**src/rtl/debug_frame_sequencer_pkg.sv**
```systemverilog
// Shared types and constants for the debug frame sequencer.
package debug_pkg;

  typedef enum logic [2:0] {
    IDLE,
    RUN,
    STEP,
    LOAD,
    WAIT,
    DONE
  } state_t;

  localparam logic [7:0]  HEADER     = 8'hA5;
  localparam logic [31:0] HALT_INSTR = 32'hFFFF_FFFF;
  localparam int          NREGS      = 32;

  localparam logic [7:0] CMD_RUN  = 8'h63;
  localparam logic [7:0] CMD_STEP = 8'h73;
  localparam logic [7:0] CMD_HALT = 8'h68;
  localparam logic [7:0] CMD_DUMP = 8'h64;

  localparam logic [7:0] FRAME_LEN = 8'd142;
  localparam logic [7:0] IDX_PC    = 8'd129;
  localparam logic [7:0] IDX_INSTR = 8'd133;
  localparam logic [7:0] IDX_CTRL  = 8'd137;
  localparam logic [7:0] IDX_CSUM  = 8'd141;

  // Lane 3 is the most significant byte, so words go out MSB first.
  function automatic logic [7:0] word_byte(input logic [31:0] word, input logic [1:0] lane);
    logic [7:0] b;
    case (lane)
      2'd3:    b = word[31:24];
      2'd2:    b = word[23:16];
      2'd1:    b = word[15:8];
      default: b = word[7:0];
    endcase
    return b;
  endfunction

endpackage

```
**src/rtl/debug_frame_sequencer_if.sv**
```systemverilog
// Host-side command strobe and UART transmit handshake.
interface debug_frame_sequencer_if;
  logic       cmd_valid;
  logic [7:0] cmd_byte;
  logic       tx_start;
  logic [7:0] tx_data;
  logic       tx_done_tick;

  modport master (
    input  cmd_valid, cmd_byte, tx_done_tick,
    output tx_start, tx_data
  );

  modport slave (
    output cmd_valid, cmd_byte, tx_done_tick,
    input  tx_start, tx_data
  );
endinterface

```
**src/rtl/debug_frame_sequencer_byte_mux.sv**
```systemverilog
// Selects the frame byte for a given byte index and drives the register-file read address.
module debug_byte_mux
  import debug_pkg::*;
(
  input  logic [7:0]  byte_idx,
  input  logic [31:0] reg_data,
  input  logic [31:0] pc_in,
  input  logic [31:0] instr_in,
  input  logic [31:0] ctrl_in,
  input  logic [7:0]  checksum,
  output logic [7:0]  tx_byte,
  output logic [4:0]  reg_addr
);

  // Offset from the first payload byte; every payload word starts on a multiple of 4.
  logic [6:0] rel;
  logic [1:0] lane;

  assign rel  = 7'(byte_idx - 8'd1);
  assign lane = 2'd3 - rel[1:0];

  // Frame layout decode.
  always_comb begin
    tx_byte  = 8'h00;
    reg_addr = 5'd0;
    if (byte_idx == 8'd0) begin
      tx_byte = HEADER;
    end else if (byte_idx < IDX_PC) begin
      reg_addr = rel[6:2];
      tx_byte  = word_byte(reg_data, lane);
    end else if (byte_idx < IDX_INSTR) begin
      tx_byte = word_byte(pc_in, lane);
    end else if (byte_idx < IDX_CTRL) begin
      tx_byte = word_byte(instr_in, lane);
    end else if (byte_idx < IDX_CSUM) begin
      tx_byte = word_byte(ctrl_in, lane);
    end else if (byte_idx == IDX_CSUM) begin
      tx_byte = checksum;
    end
  end

endmodule

```
**src/rtl/debug_frame_sequencer.sv**
```systemverilog
// Debug controller: decodes host commands, gates the CPU, and streams a state dump frame.
//
//   state | meaning
//   IDLE  | CPU stopped, waiting for a command
//   RUN   | CPU free-running until halt command or halt instruction
//   STEP  | CPU enabled for exactly one cycle
//   LOAD  | present byte_idx on tx_data; first visit after IDLE/RUN only arms tx_start
//   WAIT  | hold tx_data until the transmitter acknowledges
//   DONE  | one-cycle frame_done, counters cleared
module debug_frame_sequencer
  import debug_pkg::*;
(
  input  logic                           clk,
  input  logic                           reset,
  debug_frame_sequencer_if.master        host,
  output logic [4:0]                     reg_addr,
  input  logic [31:0]                    reg_data,
  input  logic [31:0]                    pc_in,
  input  logic [31:0]                    instr_in,
  input  logic [31:0]                    ctrl_in,
  output logic                           cpu_enable,
  output logic                           busy,
  output logic                           frame_done
);

  state_t     state, state_next;
  logic [7:0] byte_idx;
  logic [7:0] checksum;
  logic [7:0] mux_byte;
  logic       load_armed;
  logic       tx_start_c;

  debug_byte_mux u_byte_mux (
    .byte_idx (byte_idx),
    .reg_data (reg_data),
    .pc_in    (pc_in),
    .instr_in (instr_in),
    .ctrl_in  (ctrl_in),
    .checksum (checksum),
    .tx_byte  (mux_byte),
    .reg_addr (reg_addr)
  );

  assign host.tx_start = tx_start_c;
  assign host.tx_data  = (state == LOAD || state == WAIT) ? mux_byte : 8'h00;

  // State, byte counter and running checksum. load_armed gives a one-cycle settle in LOAD
  // when the dump is entered straight from IDLE or RUN, matching the STEP path latency.
  always_ff @(posedge clk) begin
    if (reset) begin
      state      <= IDLE;
      byte_idx   <= 8'd0;
      checksum   <= 8'd0;
      load_armed <= 1'b0;
    end else begin
      state      <= state_next;
      load_armed <= (state == STEP) || (state == LOAD) || (state == WAIT);
      if (state == WAIT && host.tx_done_tick) begin
        if (byte_idx != 8'd0 && byte_idx < IDX_CSUM)
          checksum <= checksum ^ mux_byte;
        byte_idx <= byte_idx + 8'd1;
      end else if (state == DONE) begin
        byte_idx <= 8'd0;
        checksum <= 8'd0;
      end
    end
  end

  // Next-state decode and Moore outputs.
  always_comb begin
    state_next = state;
    cpu_enable = 1'b0;
    busy       = 1'b1;
    frame_done = 1'b0;
    tx_start_c = 1'b0;
    case (state)
      IDLE: begin
        busy = 1'b0;
        if (host.cmd_valid) begin
          case (host.cmd_byte)
            CMD_RUN:            state_next = RUN;
            CMD_STEP:           state_next = STEP;
            CMD_DUMP, CMD_HALT: state_next = LOAD;
            default:            state_next = IDLE;
          endcase
        end
      end
      RUN: begin
        busy       = 1'b0;
        cpu_enable = 1'b1;
        if ((host.cmd_valid && host.cmd_byte == CMD_HALT) || instr_in == HALT_INSTR)
          state_next = LOAD;
      end
      STEP: begin
        cpu_enable = 1'b1;
        state_next = LOAD;
      end
      LOAD: begin
        if (load_armed) begin
          tx_start_c = 1'b1;
          state_next = WAIT;
        end
      end
      WAIT: begin
        if (host.tx_done_tick)
          state_next = (byte_idx == IDX_CSUM) ? DONE : LOAD;
      end
      DONE: begin
        frame_done = 1'b1;
        state_next = IDLE;
      end
      default: state_next = IDLE;
    endcase
  end

endmodule

```
**src/flat_wrapper.sv**
```systemverilog
// flat-port wrapper written by rule: the top's interface ports become plain ports
module debug_frame_sequencer_flat import debug_pkg::*;
  (clk, reset, reg_addr, reg_data, pc_in, instr_in, ctrl_in, cpu_enable, busy, frame_done, host_cmd_valid, host_cmd_byte, host_tx_done_tick, host_tx_start, host_tx_data);
  debug_frame_sequencer_if host_i ();
  input  logic clk;
  input  logic reset;
  output logic [4:0] reg_addr;
  input  logic [31:0] reg_data;
  input  logic [31:0] pc_in;
  input  logic [31:0] instr_in;
  input  logic [31:0] ctrl_in;
  output logic cpu_enable;
  output logic busy;
  output logic frame_done;
  input wire logic [$bits(host_i.cmd_valid)-1:0] host_cmd_valid;
  input wire logic [$bits(host_i.cmd_byte)-1:0] host_cmd_byte;
  input wire logic [$bits(host_i.tx_done_tick)-1:0] host_tx_done_tick;
  output wire logic [$bits(host_i.tx_start)-1:0] host_tx_start;
  output wire logic [$bits(host_i.tx_data)-1:0] host_tx_data;
  assign host_i.cmd_valid = host_cmd_valid;
  assign host_i.cmd_byte = host_cmd_byte;
  assign host_i.tx_done_tick = host_tx_done_tick;
  assign host_tx_start = host_i.tx_start;
  assign host_tx_data = host_i.tx_data;
  debug_frame_sequencer u_core (.clk(clk), .reset(reset), .host(host_i), .reg_addr(reg_addr), .reg_data(reg_data), .pc_in(pc_in), .instr_in(instr_in), .ctrl_in(ctrl_in), .cpu_enable(cpu_enable), .busy(busy), .frame_done(frame_done));
endmodule
```
**config.mk**
```make
export PLATFORM = sky130hd
export DESIGN_NAME = debug_frame_sequencer_flat
export DESIGN_NICKNAME = d
export VERILOG_FILES = /design/src/rtl/debug_frame_sequencer_pkg.sv /design/src/rtl/debug_frame_sequencer_if.sv /design/src/rtl/debug_frame_sequencer_byte_mux.sv /design/src/rtl/debug_frame_sequencer.sv /design/src/flat_wrapper.sv
export SDC_FILE = /design/constraint.sdc
export NUM_CORES = 1
export LEC_CHECK = 0
export ABC_AREA = 0
export CAP_MARGIN = 20
export CORE_MARGIN = 10
export CORE_UTILIZATION = 30
export CTS_CLUSTER_DIAMETER = 50
export DETAILED_ROUTE_END_ITERATION = 8
export PLACE_DENSITY_LB_ADDON = 0.15
export SYNTH_ARGS = -nofsm -noshare
export SYNTH_HDL_FRONTEND = slang
export SYNTH_SLANG_ARGS = --single-unit
```
**constraint.sdc**
```tcl
create_clock -name clk -period 5.1 [get_ports clk]
set_input_delay 0.765 -clock clk [delete_from_list [all_inputs] [get_ports clk]]
set_output_delay 0.765 -clock clk [all_outputs]
set_load 0.01 [all_outputs]
```
==> impl_metrics.toml <==
[cts]
clk_latency_ns = 0.26
path_clk_slew_ns = 0.08
cts_buffers = 3
cts_tree = "yes"
ctsHoldBuffers = 0
root_buffer = "clkbuf_8"
cts_resized = 0
post_cts_buffers = 0
htree_num_levels = 1
cts_sinks = 20
cts_buffer_depth = 2

[finish]
area_growth_pct = 61.8
finish.net_count = 658
stdcell_area_um2 = 4270
antennaDiodeCount = 0
final_util_pct = 49.4
drive_gt1_share_pct = 4.31
layout_commonest_cell = "clkdlybuf4s50_1"
layout_common_cells = "clkdlybuf4s50_1, nand2_1, nor2_1, a222oi_1, a21oi_1"

[grt]
grt_pass1_wl_um = 18700
gr-total-overflow = 0
groute.usage.overall_pct = 17.4
antenna_found_initial = 0
grt_pass1_vias = 3472
grt_max_degree = 33

[power]
p_per_area_nw_per_um2 = 130
power.total_mw = 0.557
comb_power_share_pct = 44.7
power.leakage_nw = 1.52
clockPowerShare_pct = 22.0
ir_drop_mv = 0.223
p_int_mw = 0.394
p_sw_share_pct = 29.3
seqPwrFrac_pct = 33.3
power_switching_mw = 0.163

[detailed_routing]
wl_per_cell_um = 20.0
wirelength_um = 12400
post-route-drc-count = 0
final_antenna_net_count = 0
num_vias = 3571
drtIter0Drc = 440
drt_pass1_iterations = 8
viasPerCell = 5.77

[job]
max-cap-violations = 0

[timing]
finalCriticalPeriod_ns = 4.10
final-hold-violation-count = 0
skew_ns = 0.00529
tightest_slew_ns = 0.904
final-setup-viol-count = 0
rsz0062_at_grt = "no"
setup-tns-final_ns = 0
min_period_over_period_pct = 80.5
max_freq_mhz = 244
slew-limit-headroom_pct = 39.4
slew_viol_final = 0

[critical_path]
crit_arrival_ns = 3.34
worstSetupPathType = "register to primary output"
crit_slowest_cell = "clkdlybuf4s50_1"
rr_worst_depth = 8
cp_slowest_stage_delay_ns = 0.57
rr_startpoint = "u_core.byte_idx[0]"
crit_top_cell = "nand2_1"
cp-start-kind = "register"
end_kind = "primary output"
r2r_end = "u_core.checksum[4]"
worst_ep_required_time_ns = 4.34
worst-r2r-setup-slack_ns = 2.33
crit_fanout = 31
path_cells = "inv_1, ha_1, buf_4, nand2_1, o21a_1, o2111a_1, o31ai_1, nand2_1, nor2_1, clkdlybuf4s50_1"

[synthesis]
yosysWarnings = 0
seq_area_frac_synth_pct = 15.2
postSynthCellCount = 380
synthFlopType = "dfxtp_1"
synth.top_cell.area_share_pct = 15.2
ys_types = 63
synth-async-reset-ratio_pct = 0
netlist_top_cells_area = "dfxtp_1, a222oi_1, nand2_1, a21oi_1, nor2_1"
synth_area_um2 = 2640
synth_edf_count = 0
synth_seq_cells = 20
synth_nets = 526
avgSynthCellArea_um2 = 6.95
synth_largest_area_cell = "dfxtp_1"

[die]
initial_utilization_pct = 30.6
core-area_um2 = 8640
dieArea_um2 = 13000
core.rowCount = 34
io_pins = 157
die_w_um = 114
die_h_um = 114

[place]
dpl.hpwl_um = 9990
placed_cell_area_um2 = 4220
routabilityCongestion = 0.941
portBuffers = 156

[min_path]
whs_path_depth = 2
worstHoldStart = "u_core.checksum[5]"
min_delay_worst_endpoint = "u_core.checksum[5]"
hp-class = "register to register"

[run_status]
status = "completed"
[critical path, delay by kind of cell (launching register included)]
kind,cells,cell delay [ns]
simple gates,3,0.27
compound gates,3,0.79
flops,1,0.38
buf+inv,3,1.09
fa+ha+maj,1,0.54
[final cells by class]
type	instances	area, um2
Sequential cell	20	400
Clock buffer	4	55.1
Fill cell	853	4370
Inverter	6	22.5
Tap cell	108	135
Timing Repair Buffer	160	1590
Multi-Input combinational cell	321	2070
[power groups by stage]
stage                     sequential [mW]  combinational [mW]  clock [mW]
after global routing                0.188               0.273       0.132
final                               0.185               0.249       0.122
after global placement              0.189               0.246           0
after floorplan                     0.180              0.0978           0
after CTS                           0.185               0.251       0.126
after detailed placement            0.189               0.249           0
[state kept, by name, summed over array words and instances (netlist names)]
name,cells
u_core.byte_idx,8
u_core.checksum,8
u_core.load_armed,1
u_core.state,3
[cell families (layout without fill, tap and decap cells)]
kind of cell	Yosys count	after routing	share of synthesized area, %
compound gates	138	138	39.5
flops	20	20	15.2
simple gates	165	165	31.6
xor+xnor	7	7	2.32
fa+ha+maj	6	6	2.84
buf+inv	39	170	6.59
mux	5	5	1.99
[metal layers]
layer | part of all wire (%) | vias to the layer above | global-route usage [%]
li1 | - | 1736 | -
met1 | 45 | 1682 | 22.4
met2 | 47 | 147 | 29.9
met3 | 7.0 | 6 | 3.15
met4 | 0.83 | 0 | 3.01
met5 | 0 | - | 0
[synthesized netlist by cell type (all sizes together) (6+ instances only)]
cell / n
a21oi: 31
a222oi: 31
and2: 7
buf: 20
clkbuf: 13
dfxtp: 20
ha: 6
inv: 6
nand2: 50
nand2b: 7
nand3: 19
nand4: 10
nor2: 33
nor2b: 8
o211ai: 6
o21a: 8
o21ai: 24
or3: 7
[worst max-delay path by stage]
stage,start,to,slack [ns],cells after the start
after floorplan,u_core.byte_idx[0],host_tx_data[4],2.26,10
after global placement,u_core.byte_idx[0],host_tx_data[0],1.35,9
after detailed placement,u_core.byte_idx[0],host_tx_data[0],1.28,9
after CTS,u_core.byte_idx[0],host_tx_data[0],0.98,9
after global routing,u_core.byte_idx[0],host_tx_data[0],0.75,9
final,u_core.byte_idx[0],host_tx_data[5],1.0,10
[metrics by stage]
stage               hold WS (ns)  setup WS (ns)  std cells
floorplan                  0.447           2.26        380
global placement           0.465           1.35        615
detailed placement         0.473           1.28        615
CTS                        0.485          0.977        619
global route               0.508          0.745        619
finish                     0.490          0.996        619
Note: power is estimated with default switching activity, not from simulation.
